[src/rtl/div_pkg.sv]
// div_pkg: definitions shared by the restoring divider and its step datapath.
//   state_t     : FSM state encoding (IDLE=0, RUN=1, DBZ=2, DONE=3)
//   cnt_width() : step-counter width for a given operand width
package div_pkg;

  typedef enum logic [1:0] {
    S_IDLE = 2'd0,
    S_RUN  = 2'd1,
    S_DBZ  = 2'd2,
    S_DONE = 2'd3
  } state_t;

  // The counter runs 0..WIDTH-1, so $clog2(WIDTH) bits are enough.
  // The result is clamped to 1 so that a zero-width vector is never declared.
  function automatic int cnt_width(input int w);
    return (w <= 2) ? 1 : $clog2(w);
  endfunction

endpackage

[src/rtl/div_step.sv]
// div_step: one restoring trial subtraction (combinational).
//   shifted [WIDTH:0]   : partial remainder after the shift
//   divisor [WIDTH-1:0] : latched divisor
//   diff    [WIDTH:0]   : shifted - {0, divisor}
//   borrow              : 1 when divisor > shifted (that is, no carry-out)
module div_step
  import div_pkg::*;
#(
  parameter int WIDTH = 4
) (
  input  logic [WIDTH:0]   shifted,
  input  logic [WIDTH-1:0] divisor,
  output logic [WIDTH:0]   diff,
  output logic             borrow
);

  logic [WIDTH+1:0] sum;

  // Two's-complement subtract: add the inverted (WIDTH+1)-bit divisor plus one.
  // A carry out of the top bit means that no borrow occurred.
  assign sum    = {1'b0, shifted} + {1'b0, 1'b1, ~divisor} + (WIDTH+2)'(1);
  assign diff   = sum[WIDTH:0];
  assign borrow = ~sum[WIDTH+1];

endmodule

[src/rtl/restoring_divider.sv]
// restoring_divider: multi-cycle unsigned divider using a start/done handshake.
//   clk, rst : clock; asynchronous active-high reset
//   start    : request a division; sampled only in IDLE or DONE
//   a, b     : dividend and divisor, latched when start is accepted
//   busy     : high while iterating (RUN or DBZ)
//   done     : one-cycle pulse; q, r and dbz are valid
//   q, r     : quotient and remainder, held until the next accepted start
//   dbz      : divide-by-zero flag for the held result
module restoring_divider
  import div_pkg::*;
#(
  parameter int WIDTH = 4
) (
  input  logic             clk,
  input  logic             rst,
  input  logic             start,
  input  logic [WIDTH-1:0] a,
  input  logic [WIDTH-1:0] b,
  output logic             busy,
  output logic             done,
  output logic [WIDTH-1:0] q,
  output logic [WIDTH-1:0] r,
  output logic             dbz
);

  localparam int CW = cnt_width(WIDTH);

  state_t           state_reg;
  logic [WIDTH-1:0] divisor_reg;
  logic [WIDTH-1:0] quo_reg;
  logic [WIDTH:0]   rem_reg;
  logic [CW-1:0]    cnt_reg;

  logic [WIDTH:0]   shifted;
  logic [WIDTH:0]   trial;
  logic             borrow;
  logic [WIDTH-1:0] quo_next;
  logic [WIDTH:0]   rem_next;
  logic             last_step;

  // The partial remainder always stays below the divisor, so its top bit is
  // never set and is dropped when the next dividend bit is shifted in.
  logic unused_rem_msb;
  assign unused_rem_msb = rem_reg[WIDTH];

  assign shifted = {rem_reg[WIDTH-1:0], quo_reg[WIDTH-1]};

  div_step #(.WIDTH(WIDTH)) u_step (
    .shifted (shifted),
    .divisor (divisor_reg),
    .diff    (trial),
    .borrow  (borrow)
  );

  // The quotient bit shifts in where the dividend bit was shifted out.
  assign quo_next  = {quo_reg[WIDTH-2:0], ~borrow};
  assign rem_next  = borrow ? shifted : trial;
  assign last_step = (cnt_reg == CW'(WIDTH - 1));

  always_ff @(posedge clk or posedge rst) begin
    if (rst) begin
      state_reg   <= S_IDLE;
      divisor_reg <= '0;
      quo_reg     <= '0;
      rem_reg     <= '0;
      cnt_reg     <= '0;
      busy        <= 1'b0;
      done        <= 1'b0;
      q           <= '0;
      r           <= '0;
      dbz         <= 1'b0;
    end else begin
      done <= 1'b0;
      case (state_reg)
        S_IDLE, S_DONE: begin
          if (start) begin
            divisor_reg <= b;
            quo_reg     <= a;
            rem_reg     <= '0;
            cnt_reg     <= '0;
            dbz         <= 1'b0;
            busy        <= 1'b1;
            state_reg   <= (b == '0) ? S_DBZ : S_RUN;
          end else begin
            busy      <= 1'b0;
            state_reg <= S_IDLE;
          end
        end

        S_RUN: begin
          quo_reg <= quo_next;
          rem_reg <= rem_next;
          cnt_reg <= cnt_reg + CW'(1);
          if (last_step) begin
            // The outputs are loaded only here, so partial shift state is never visible.
            q         <= quo_next;
            r         <= rem_next[WIDTH-1:0];
            busy      <= 1'b0;
            done      <= 1'b1;
            state_reg <= S_DONE;
          end
        end

        S_DBZ: begin
          // quo_reg still holds the dividend exactly as it was latched.
          q         <= '1;
          r         <= quo_reg;
          dbz       <= 1'b1;
          busy      <= 1'b0;
          done      <= 1'b1;
          state_reg <= S_DONE;
        end

        default: begin
          busy      <= 1'b0;
          state_reg <= S_IDLE;
        end
      endcase
    end
  end

endmodule

[config.mk]
export PLATFORM = sky130hd
export DESIGN_NAME = restoring_divider
export DESIGN_NICKNAME = d
export VERILOG_FILES = /design/src/rtl/div_pkg.sv /design/src/rtl/div_step.sv /design/src/rtl/restoring_divider.sv
export SDC_FILE = /design/constraint.sdc
export NUM_CORES = 1
export LEC_CHECK = 0
export CORE_ASPECT_RATIO = 0.5
export CORE_UTILIZATION = 55
export CTS_BUF_LIST = sky130_fd_sc_hd__clkbuf_8
export DETAILED_ROUTE_END_ITERATION = 12
export HOLD_SLACK_MARGIN = 0.05
export PLACE_DENSITY = 0.79
export RECOVER_POWER = 25
export SLEW_MARGIN = 25
export SYNTH_ARGS = -nofsm -noshare
export SYNTH_HDL_FRONTEND = slang
export SYNTH_SLANG_ARGS = --single-unit
[constraint.sdc]
create_clock -name clk -period 1.85 [get_ports clk]
set_input_delay 0.555 -clock clk [delete_from_list [all_inputs] [get_ports clk]]
set_output_delay 0.555 -clock clk [all_outputs]
set_load 0.1 [all_outputs]
-- Word level (Yosys, flattened, before mapping)
Index checks and enable logic that the tools add are counted.
- flip-flop bits (word level): 27
- output and inout port bits: 11
- word-level logic and storage cells: 52
- $add $sub $neg: 3
- equality and inequality tests: 6
- mux-type cells: 22
- bitwise operators: 1
- reductions and logical operators: 10
- operators by type and width (operator ; number):
    4-bit one-hot mux with 2 select lines ; 4
    4-bit two-way mux ; 5
    2-bit two-way mux ; 4
    2-bit AND reduction ; 4
    5-bit by 5-bit adder with 6-bit output ; 1
    6-bit by 1-bit adder with 6-bit output (second input constant) ; 1
    2-bit == test (second input constant) ; 3
    2-bit one-hot mux with 3 select lines ; 1
    2-bit nonzero test ; 3
    4-bit zero test ; 1
    1-bit two-way mux ; 4
    2-bit != test (second input constant) ; 2
    4-bit inverter ; 1
    1-bit one-hot mux with 2 select lines ; 2
    2-bit one-hot mux with 2 select lines ; 1
    1-bit one-hot mux with 3 select lines ; 1
    2-bit by 1-bit adder with 2-bit output (second input constant) ; 1
    2-bit by 1-bit == test with 1-bit output (second input constant) ; 1
    2-bit zero test ; 1
    2-bit OR reduction ; 1

-- Depth between registers and ports, before layout
- word-level depth: 6
- depth in mapped cells: 8

-- Modules after synthesis
Synthesis repeated with hierarchy kept, for this count alone.
- cell total of the unflattened synthesis: 127
- area total of the unflattened synthesis: 1388.8 µm²
- modules (own cells, without submodules) (module ; times used ; cells each ; area each (µm²) ; seq. area each (µm²)):
    restoring_divider ; 1 ; 107 ; 1229.9 ; 675.6
    div_step ; 1 ; 20 ; 158.9 ; 0.0

-- Worst setup path after synthesis
No wires, ideal clock.
- kind: flip-flop to flip-flop
- from: reg rem_reg[1]
- to: reg r[0]
- arrival: 1.492 ns
- required time: 1.774 ns
- setup slack: 0.283 ns
- stages on the path, launching flop included: 6
- path buffers: 0
- period minus slack after synthesis: 1.567 ns
- cell sequence: dfrtp_1 > ha_1 > nand4b_1 > o211ai_4 > mux2_4 > a21oi_2
- longest elaborated chain between the ends: 5
- ends and longest elaborated chain (what ; RTL line ; RTL):
    start, declared ; restoring_divider.sv:31 ; logic [WIDTH:0] rem_reg;
    start signal, assigned ; restoring_divider.sv:92 ; rem_reg <= rem_next;
    5-bit by 5-bit adder with 6-bit output ; div_step.sv:21 ; assign sum = {1'b0, shifted} + {1'b0, 1'b1, ~divisor} + (WIDTH+2)'(1);
    6-bit by 1-bit adder with 6-bit output ; div_step.sv:21 ;
    4-bit two-way mux ; restoring_divider.sv:57 ; assign rem_next = borrow ? shifted : trial;
    4-bit two-way mux ; restoring_divider.sv:94 ; if (last_step) begin
    4-bit one-hot mux with 2 select lines ; restoring_divider.sv:74 ; case (state_reg)
    end signal, assigned ; restoring_divider.sv:97 ; r <= rem_next[WIDTH-1:0];
    end signal, assigned ; restoring_divider.sv:107 ; r <= quo_reg;
    end, declared ; restoring_divider.sv:22 ; output logic [WIDTH-1:0] r,
Every way passes these cells. The select of a mux whose other input is x is not followed.
A chain may end at the register's enable or synchronous reset.

-- Worst setup path in the final report
- from: reg rem_reg[2]
- to: reg r[2]
The elaborated chain is that of the path after synthesis.

==> summary.txt <==
Critical path
  – Startpoint types: register
  – Reg2Reg Depth: 5
  – CP Capture Type: register
  – Arrival time at the worst endpoint: 1.92 ns
  – Setup CP Type: reg2reg
  – CP max FO: 5
  – Worst Path Required: 1.99 ns

Place
  – Hpwl dp: 2350 µm
  – IO buf count: 21
  – Inst Count DP: 195
  – GPL Wtd Cong: 0.807

Floorplan
  – FP Rows: 12
  – Die extent in y: 38.3 µm
  – CORE AREA: 2340 µm²
  – I/O Pins: 22
  – Die area: 2850 µm²
  – Starting density of the core: 0.618
  – Die width: 74.5 µm

Yosys
  – Simple-Gate Fraction of Synth Area: 0.118
  – Post-synthesis xor/xnor area fraction: 0.00606
  – Most frequent cell after synthesis: dfrtp_1
  – Largest family of logic cells by synthesized area: compound AO/OA/AOI/OAI gates
  – Most common flop cell mapped by yosys: dfrtp_1
  – Register area share after synthesis: 0.467
  – Synth Area in Compound Gates: 0.197
  – Post-synthesis adder-cell area fraction: 0.0744
  – FFs w/ async S/R, synth: 1.00
  – Mux contribution to synthesized area: 0.0865
  – Mapped Area: 1450 µm²
  – Synth area leader: dfrtp_1
  – Top post-synthesis cells by count: 27 x dfrtp_1, 13 x nand2_1, 12 x inv_1
  – Post-synthesis cell count: 140
  – Syn_area_per_cell: 10.3 µm²
  – Synth Warn #: 0
  – Syn Nets: 159
  – Post-synth EDFFs: 0
  – Synth cell types: 36
  – Synth area leaders: dfrtp_1 47%, ha_1 6.1%, mux2i_1 3.5%
  – Synth top area share: 0.467
  – Yosys reg bits: 27

Clock tree
  – Clk slew on worst S/H paths: 0.09 ns
  – CTS Sinks: 27
  – Clock latency on the worst-skew pair: 0.27 ns
  – Clk buf depth: 2
  – CTS buffer count: 3
  – Post-cts sizing count: 0
  – Post-CTS Setup Inserts: 0
  – Root Buffer: clkbuf_8
  – CTS tree: yes
  – H-tree levels: 1
  – Hold buffers post-CTS: 0

Run status
  – Outcome: completed

Min path
  – Worst hold stages: 1
  – Path type of the worst min-delay path: reg2reg

Final layout
  – Share of cells above drive strength 1: 0.189
  – Final #Nets: 184
  – Fin cells: 199
  – Ant diodes: 0
  – Final core occ: 0.794
  – Synth-to-Final Area Change: 28.6%

STA
  – Final setup TNS: 0 ns
  – Max Slew Vio Count: 0
  – RSZ-0062 raised after global routing: false
  – Final Critical Period: 1.77 ns
  – Setup violators final: 0
  – Max Freq: 0.564 GHz
  – Max transition margin: 0.560
  – Skew final: 0.00499 ns
  – Final Cycle Share: 0.958
  – Hold Vio Cnt, Final: 0
  – Slew @ Worst Pin: 0.660 ns

Global route
  – Largest net degree at the start of global routing: 28
  – First-pass GRT wire length: 5250 µm
  – Antenna violations before repair: 0
  – Vias in the first global route: 1095
  – Gr usage total: 0.258
  – Gr ovfl total: 0

Route
  – Detailed Routing Iterations Pass 1: 4
  – Final wirelength: 3120 µm
  – Vias: 1145
  – Wire length per cell: 15.7 µm
  – Final ANT Viol Nets: 0
  – Drt drc: 0
  – Via density: 5.75
  – Initial drt markers: 81

Flow run
  – MaxCap Viol Count: 0
==> worst paths after layout <==
path | from | endpoint | slack [ns]
max | rem_reg[2]$_DFFE_PP0P_ | r[2]$_DFFE_PP0P_ | 0.08
min | cnt_reg[0]$_DFFE_PP0P_ | cnt_reg[0]$_DFFE_PP0P_ | 0.49
max reg2reg | rem_reg[2]$_DFFE_PP0P_ | r[2]$_DFFE_PP0P_ | 0.08
min reg2reg | cnt_reg[0]$_DFFE_PP0P_ | cnt_reg[0]$_DFFE_PP0P_ | 0.49
max in group asynchronous | rst | r[1]$_DFFE_PP0P_ | 0.54
min in group asynchronous | rst | rem_reg[0]$_DFFE_PP0P_ | 0.89
==> metal layers <==
| metal | track usage | share of wire | up-vias |
|---|---|---|---|
| li1 | - | - | 548 |
| met1 | 0.352 | 0.45 | 561 |
| met2 | 0.426 | 0.49 | 36 |
| met3 | 0.0605 | 0.061 | 0 |
| met4 | 0.0566 | 0 | 0 |
| met5 | 0 | 0 | - |
==> logic make-up (layout without fill, tap and decap cells) <==
group | Yosys count | in the layout
AOI/OAI and AO/OA | 41 | 41
xor gates and xnor gates | 1 | 1
adders and majority gates | 8 | 8
buffers and inverters | 17 | 41
DFF | 27 | 27
muxes | 11 | 11
and+or+nand+nor | 35 | 35
==> cells in the final DEF (no fill, tap or decap), drive strengths merged <==
cell / instances
mux2: 6
dfrtp: 27
a21oi: 12
clkdlybuf4s50: 9
o211ai: 1
a32o: 1
dlygate4sd3: 1
fa: 1
nand3: 1
nand4b: 1
a31oi: 2
mux2i: 5
clkbuf: 4
nand2b: 4
o31ai: 1
inv: 12
xnor2: 1
ha: 7
o22a: 1
nand2: 14
o22ai: 6
o21a: 3
nor4: 1
nor2: 8
o32a: 1
buf: 14
clkinvlp: 1
o21ai: 12
or3: 1
nor3: 4
nor2b: 1
o41ai: 1
==> cell type report <==
class	instances	area, µm²
Inverter	12	45.0
Clock inverter	1	7.51
Multi-Input combinational cell	96	699
Tap cell	35	43.8
Sequential cell	27	676
Fill cell	151	482
Clock buffer	3	41.3
Timing Repair Buffer	25	348
==> critical path, cell delays in order (launching register included) <==
cell	delay (ns)
dfrtp_1	0.42
ha_1	0.37
inv_1	0.09
o211ai_4	0.32
mux2i_1	0.32
a21oi_1	0.13
==> per-stage QoR <==
stage	setup slack [ns]	cell area [µm²]	hold slack (ns)
final	0.0771	1860	0.493
after global routing	0.0258	1860	0.525
after CTS	0.0729	1860	0.498
after detailed placement	0.0494	1810	0.481
after global placement	0.0788	1810	0.473
after floorplan	0.283	1450	0.454
Power is left out: the tool's default activity adds up to more than one toggle a clock period on the data nets, which glitch-free logic cannot reach.
